[src/rtl/vm_pkg.sv]
// Types and constants shared between the vending core and the change payout block.
package vm_pkg;

   typedef enum logic [2:0] {
      ST_IDLE,
      ST_CHECK,
      ST_SELECT,
      ST_WAIT_L,
      ST_WAIT_S,
      ST_DONE,
      ST_ERR
   } state_t;

   localparam logic [1:0] ERR_NONE  = 2'b00;
   localparam logic [1:0] ERR_AMT   = 2'b01;
   localparam logic [1:0] ERR_STOCK = 2'b10;
   localparam logic [1:0] ERR_JAM   = 2'b11;

   localparam int KR_50 = 50;
   localparam int TL_1  = 100;

endpackage

[src/rtl/stock_counter.sv]
// Coin tube stock: saturating up on refill, guarded down on consume; both at once hold.
module stock_counter #(
   parameter int W       = 8,
   parameter int RST_VAL = 10
) (
   input  logic         clk,
   input  logic         rst,
   input  logic         refill,
   input  logic         consume,
   output logic [W-1:0] count
);

   always_ff @(posedge clk or posedge rst) begin
      if (rst) begin
         count <= W'(RST_VAL);
      end else if (refill && !consume) begin
         if (count != '1) count <= count + W'(1);
      end else if (consume && !refill) begin
         if (count != '0) count <= count - W'(1);
      end
   end

endmodule

[src/rtl/change_payout_ctrl.sv]
// Change payout sequencer: checks tube coverage, then ejects 1 TL coins before 50 kr coins.
// Optional hopper-jam timeout is enabled by defining PAYOUT_TIMEOUT_EN.
module change_payout_ctrl
   import vm_pkg::*;
#(
   parameter int CHG_W        = 10,
   parameter int UNIT_L       = TL_1,
   parameter int UNIT_S       = KR_50,
   parameter int STOCK_W      = 8,
   parameter int INIT_STOCK_L = 10,
   parameter int INIT_STOCK_S = 10,
   parameter int TIMEOUT_CYC  = 255
) (
   input  logic               clk,
   input  logic               rst,
   input  logic               chg_valid,
   input  logic [CHG_W-1:0]   chg_amt,
   output logic               chg_ready,
   output logic               eject_l,
   output logic               eject_s,
   input  logic               hopper_ack,
   input  logic               refill_l,
   input  logic               refill_s,
   output logic [STOCK_W-1:0] stock_l,
   output logic [STOCK_W-1:0] stock_s,
   output logic [CHG_W-1:0]   remaining,
   output logic               done,
   output logic               err,
   output logic [1:0]         err_code
);

   state_t           state, state_nx;
   logic [CHG_W-1:0] remaining_nx;
   logic [1:0]       err_code_nx;
   logic             consume_l, consume_s;
   logic             timeout;
   logic [31:0]      amt32, nl, ns;

   // Coverage check: large coins first (limited by tube), the rest must fit in small coins.
   always_comb begin
      amt32 = 32'(remaining);
      nl    = amt32 / 32'(UNIT_L);
      if (nl > 32'(stock_l)) nl = 32'(stock_l);
      ns    = (amt32 - nl * 32'(UNIT_L)) / 32'(UNIT_S);
   end

`ifdef PAYOUT_TIMEOUT_EN
   localparam int TW = $clog2(TIMEOUT_CYC + 1);
   logic [TW-1:0] wait_cnt;

   always_ff @(posedge clk or posedge rst) begin
      if (rst)                                         wait_cnt <= '0;
      else if (state != ST_WAIT_L && state != ST_WAIT_S) wait_cnt <= '0;
      else if (!hopper_ack)                            wait_cnt <= wait_cnt + TW'(1);
   end

   // Firing on the TIMEOUT_CYC-th unacknowledged cycle keeps eject high exactly TIMEOUT_CYC cycles.
   assign timeout = !hopper_ack && (wait_cnt == TW'(TIMEOUT_CYC - 1));
`else
   assign timeout = 1'b0;
`endif

   always_ff @(posedge clk or posedge rst) begin
      if (rst) begin
         state     <= ST_IDLE;
         remaining <= '0;
         err_code  <= ERR_NONE;
      end else begin
         state     <= state_nx;
         remaining <= remaining_nx;
         err_code  <= err_code_nx;
      end
   end

   always_comb begin
      state_nx     = state;
      remaining_nx = remaining;
      err_code_nx  = err_code;
      consume_l    = 1'b0;
      consume_s    = 1'b0;
      unique case (state)
         ST_IDLE: begin
            if (chg_valid) begin
               remaining_nx = chg_amt;
               err_code_nx  = ERR_NONE;
               state_nx     = ST_CHECK;
            end
         end
         ST_CHECK: begin
            if (amt32 % 32'(UNIT_S) != 32'd0) begin
               err_code_nx = ERR_AMT;
               state_nx    = ST_ERR;
            end else if (ns > 32'(stock_s)) begin
               err_code_nx = ERR_STOCK;
               state_nx    = ST_ERR;
            end else if (remaining == '0) begin
               state_nx = ST_DONE;
            end else begin
               state_nx = ST_SELECT;
            end
         end
         ST_SELECT: begin
            if (remaining == '0)
               state_nx = ST_DONE;
            else if (remaining >= CHG_W'(UNIT_L) && stock_l != '0)
               state_nx = ST_WAIT_L;
            else
               state_nx = ST_WAIT_S;
         end
         ST_WAIT_L: begin
            if (hopper_ack) begin
               remaining_nx = remaining - CHG_W'(UNIT_L);
               consume_l    = 1'b1;
               state_nx     = ST_SELECT;
            end else if (timeout) begin
               err_code_nx = ERR_JAM;
               state_nx    = ST_ERR;
            end
         end
         ST_WAIT_S: begin
            if (hopper_ack) begin
               remaining_nx = remaining - CHG_W'(UNIT_S);
               consume_s    = 1'b1;
               state_nx     = ST_SELECT;
            end else if (timeout) begin
               err_code_nx = ERR_JAM;
               state_nx    = ST_ERR;
            end
         end
         ST_DONE: state_nx = ST_IDLE;
         ST_ERR:  state_nx = ST_IDLE;
         default: state_nx = ST_IDLE;
      endcase
   end

   assign chg_ready = (state == ST_IDLE);
   assign eject_l   = (state == ST_WAIT_L);
   assign eject_s   = (state == ST_WAIT_S);
   assign done      = (state == ST_DONE);
   assign err       = (state == ST_ERR);

   stock_counter #(.W(STOCK_W), .RST_VAL(INIT_STOCK_L)) u_stock_l (
      .clk     (clk),
      .rst     (rst),
      .refill  (refill_l),
      .consume (consume_l),
      .count   (stock_l)
   );

   stock_counter #(.W(STOCK_W), .RST_VAL(INIT_STOCK_S)) u_stock_s (
      .clk     (clk),
      .rst     (rst),
      .refill  (refill_s),
      .consume (consume_s),
      .count   (stock_s)
   );

endmodule

[config.mk]
export PLATFORM = sky130hd
export DESIGN_NAME = change_payout_ctrl
export DESIGN_NICKNAME = d
export VERILOG_FILES = /design/src/rtl/vm_pkg.sv /design/src/rtl/stock_counter.sv /design/src/rtl/change_payout_ctrl.sv
export SDC_FILE = /design/constraint.sdc
export NUM_CORES = 1
export LEC_CHECK = 0
export ABC_AREA = 1
export BUFFER_PORTS_ARGS = -buffer_cell sky130_fd_sc_hd__buf_2
export CORE_UTILIZATION = 40
export CTS_CLUSTER_DIAMETER = 50
export DETAILED_ROUTE_END_ITERATION = 12
export PLACE_DENSITY = 0.59
export SLEW_MARGIN = 0
export SYNTH_ARGS = -nofsm -noshare
export SYNTH_HDL_FRONTEND = slang
export SYNTH_SLANG_ARGS = --single-unit
export TNS_END_PERCENT = 20
[constraint.sdc]
create_clock -name clk -period 44.4 [get_ports clk]
set_input_delay 11.1 -clock clk [delete_from_list [all_inputs] [get_ports clk]]
set_output_delay 11.1 -clock clk [all_outputs]
set_load 0.02 [all_outputs]
==> impl_metrics.ini <==
[clocking]
clock_sinks = 31
postCtsHoldBufs = 0
cts-root-buf = clkbuf_16
post_cts_buffers = 0
htree_levels = 2
clock_latency_ns = 0.28
cts_buffers = 5
path_clk_slew_ns = 0.05
clock_path_buffers = 2
cts_tree = built
cts_resized = 0

[yosys]
synth_cells = 1164
yosys.cell_types.count = 53
synth_top_area_share_pct = 15.7
ys_warn_count = 0
synth_edf_count = 0
syn-cell-area_mm2 = 0.00699
synth.most_common_cell = nand2_1
synth_area_leaders = nand2_1, ha_1, inv_1
synth_commonest_cells = nand2_1, inv_1, nor2_1
yosysTopAreaCell = nand2_1
synthArstFlopShare_pct = 100
synth-main-ff-cell = dfrtp_1
seq_area_frac_synth_pct = 11.2
syn_area_per_cell_um2 = 6.01
ys_ff_latch = 31

[timing]
min_period_ns = 16.87
setup_viol = 0
worstMarginPinSlew_ns = 1.17
period_share_pct = 38.0
hold_viol = 0
slew_violations = 0
finalClockSkew_ns = 0.00700
rsz0062_at_grt = no
max_freq_ghz = 0.0593
relSlewSlack_pct = 22.0
fin_ws_ns = 27.53
fin_setup_tns_ns = 0

[setup_path]
cp_slowest_stage_delay_ns = 0.54
end_kind = flip-flop
critPathMaxFanout = 10
required_ns = 44.56
reg2reg_from = remaining[2]
critPathLaunchType = flip-flop
slowest_stage = nor4_1
critPathLaunch = remaining[2]
setup.worst_path.class = flip-flop to flip-flop
cpMostUsedCell = nand2_1
crit_arrival_ns = 17.03

[die]
fp.dieW_um = 134
core_mm2 = 0.0168
start_util_pct = 41.6
die-area_mm2 = 0.0180
die_h_um = 134
placementRows = 47
num_io_pins = 49

[finish]
final_core_util_pct = 45.6
nets = 1316
area_delta_synth_final_pct = 9.67
diodes = 0
layout.cells.non_filler = 1444
drive_gt1_share_pct = 14.0

[detailed_routing]
drt_iter0_markers = 344
num_vias = 7212
ant_nets = 0
via_per_inst = 4.99
routed_wl_um = 17400
drcViolationCount = 0
drtPass1Iterations = 5
wl_per_cell_um = 12.0

[hold_path]
holdCritStartpoint = err_code[0]
min_path_type = flip-flop to flip-flop

[global_route]
grt_start_max_net_pins = 32
grt_use_total_pct = 19.8
grt_pass1_wl_um = 30000
first_global_vias = 6588
antenna_found_initial = 0
grt.overflow.total = 0

[placed_design]
hpwl_um = 14500
post-place-ws_ns = 27.59
numPortBuffers = 48
post-place-cells = 1436
gp_congestion = 0.887

[outcome]
status = complete, no violations

[run]
drv_cap = 0
-- final timing paths --
path / end / slack, ns / cells past startpoint
setup / recovery: err_code[1] / 27.53 / 135
hold / removal: err_code[0] / 0.52 / 2
setup reg to reg: err_code[1] / 27.53 / 135
hold reg to reg: err_code[0] / 0.52 / 2
max in group asynchronous: u_stock_l.count[1] / 33.15 / 3
min in group asynchronous: remaining[4] / 10.92 / 3
-- per-layer routing --
metal / global-route usage, % / part of all wire, %
met4: 5.12 / 1.8
met3: 1.47 / 2.0
met5: 0 / 0
met1: 27.7 / 51
met2: 32.9 / 45
-- critical path, delay by kind of cell (launching register included) --
| family | cells | cell delay [ns] |
|---|---|---|
| AO/OA/AOI/OAI | 13 | 2.28 |
| XOR/XNOR | 2 | 0.29 |
| adder cells (fa/ha/maj) | 9 | 2.53 |
| buffers and inverters | 18 | 1.79 |
| flip-flops | 1 | 0.45 |
| AND/OR/NAND/NOR | 93 | 9.33 |
-- registers in the layout, summed over array words and instances, names as in the netlist --
signal and cells:
state 3, remaining 10, err_code 2, u_stock_s.count 8
u_stock_l.count 8
-- placed cells by master (no fill, tap or decap), types with 30 or more instances in the layout --
cell type and n:
buf_2 48, inv_1 187, xor2_1 30, nand3_1 96
o21ai_0 52, nand2_1 292, a21oi_1 48, nand2_2 38
nor2_1 114, ha_1 71
-- metrics by stage --
step	area (µm²)	hold WS, ns
after global routing	7670	0.541
after detailed placement	7530	0.521
after floorplan	7030	0.575
after CTS	7670	0.527
final	7670	0.520
after global placement	7530	0.494
-- cell type report --
cell class                 instances  area (µm²)
fill                            1873        9150
multi-input combinational        932        5460
sequential                        31         781
inverter                         203         762
tap                              220         275
timing repair buffer              50         255
clock buffer                       7         133
clock inverter                     1        5.00
-- cell families after synthesis --
family	Yosys count	share of synthesized area [%]
AND/OR/NAND/NOR	652	45.6
flip-flops	31	11.2
AO/OA/AOI/OAI	156	13.0
multiplexers	1	0.161
other	2	0.107
XOR/XNOR	33	4.13
adder cells (fa/ha/maj)	77	14.4
buffers and inverters	212	11.4
Power is left out: the tool's default activity adds up to more than one toggle a clock period on the data nets, which glitch-free logic cannot reach.
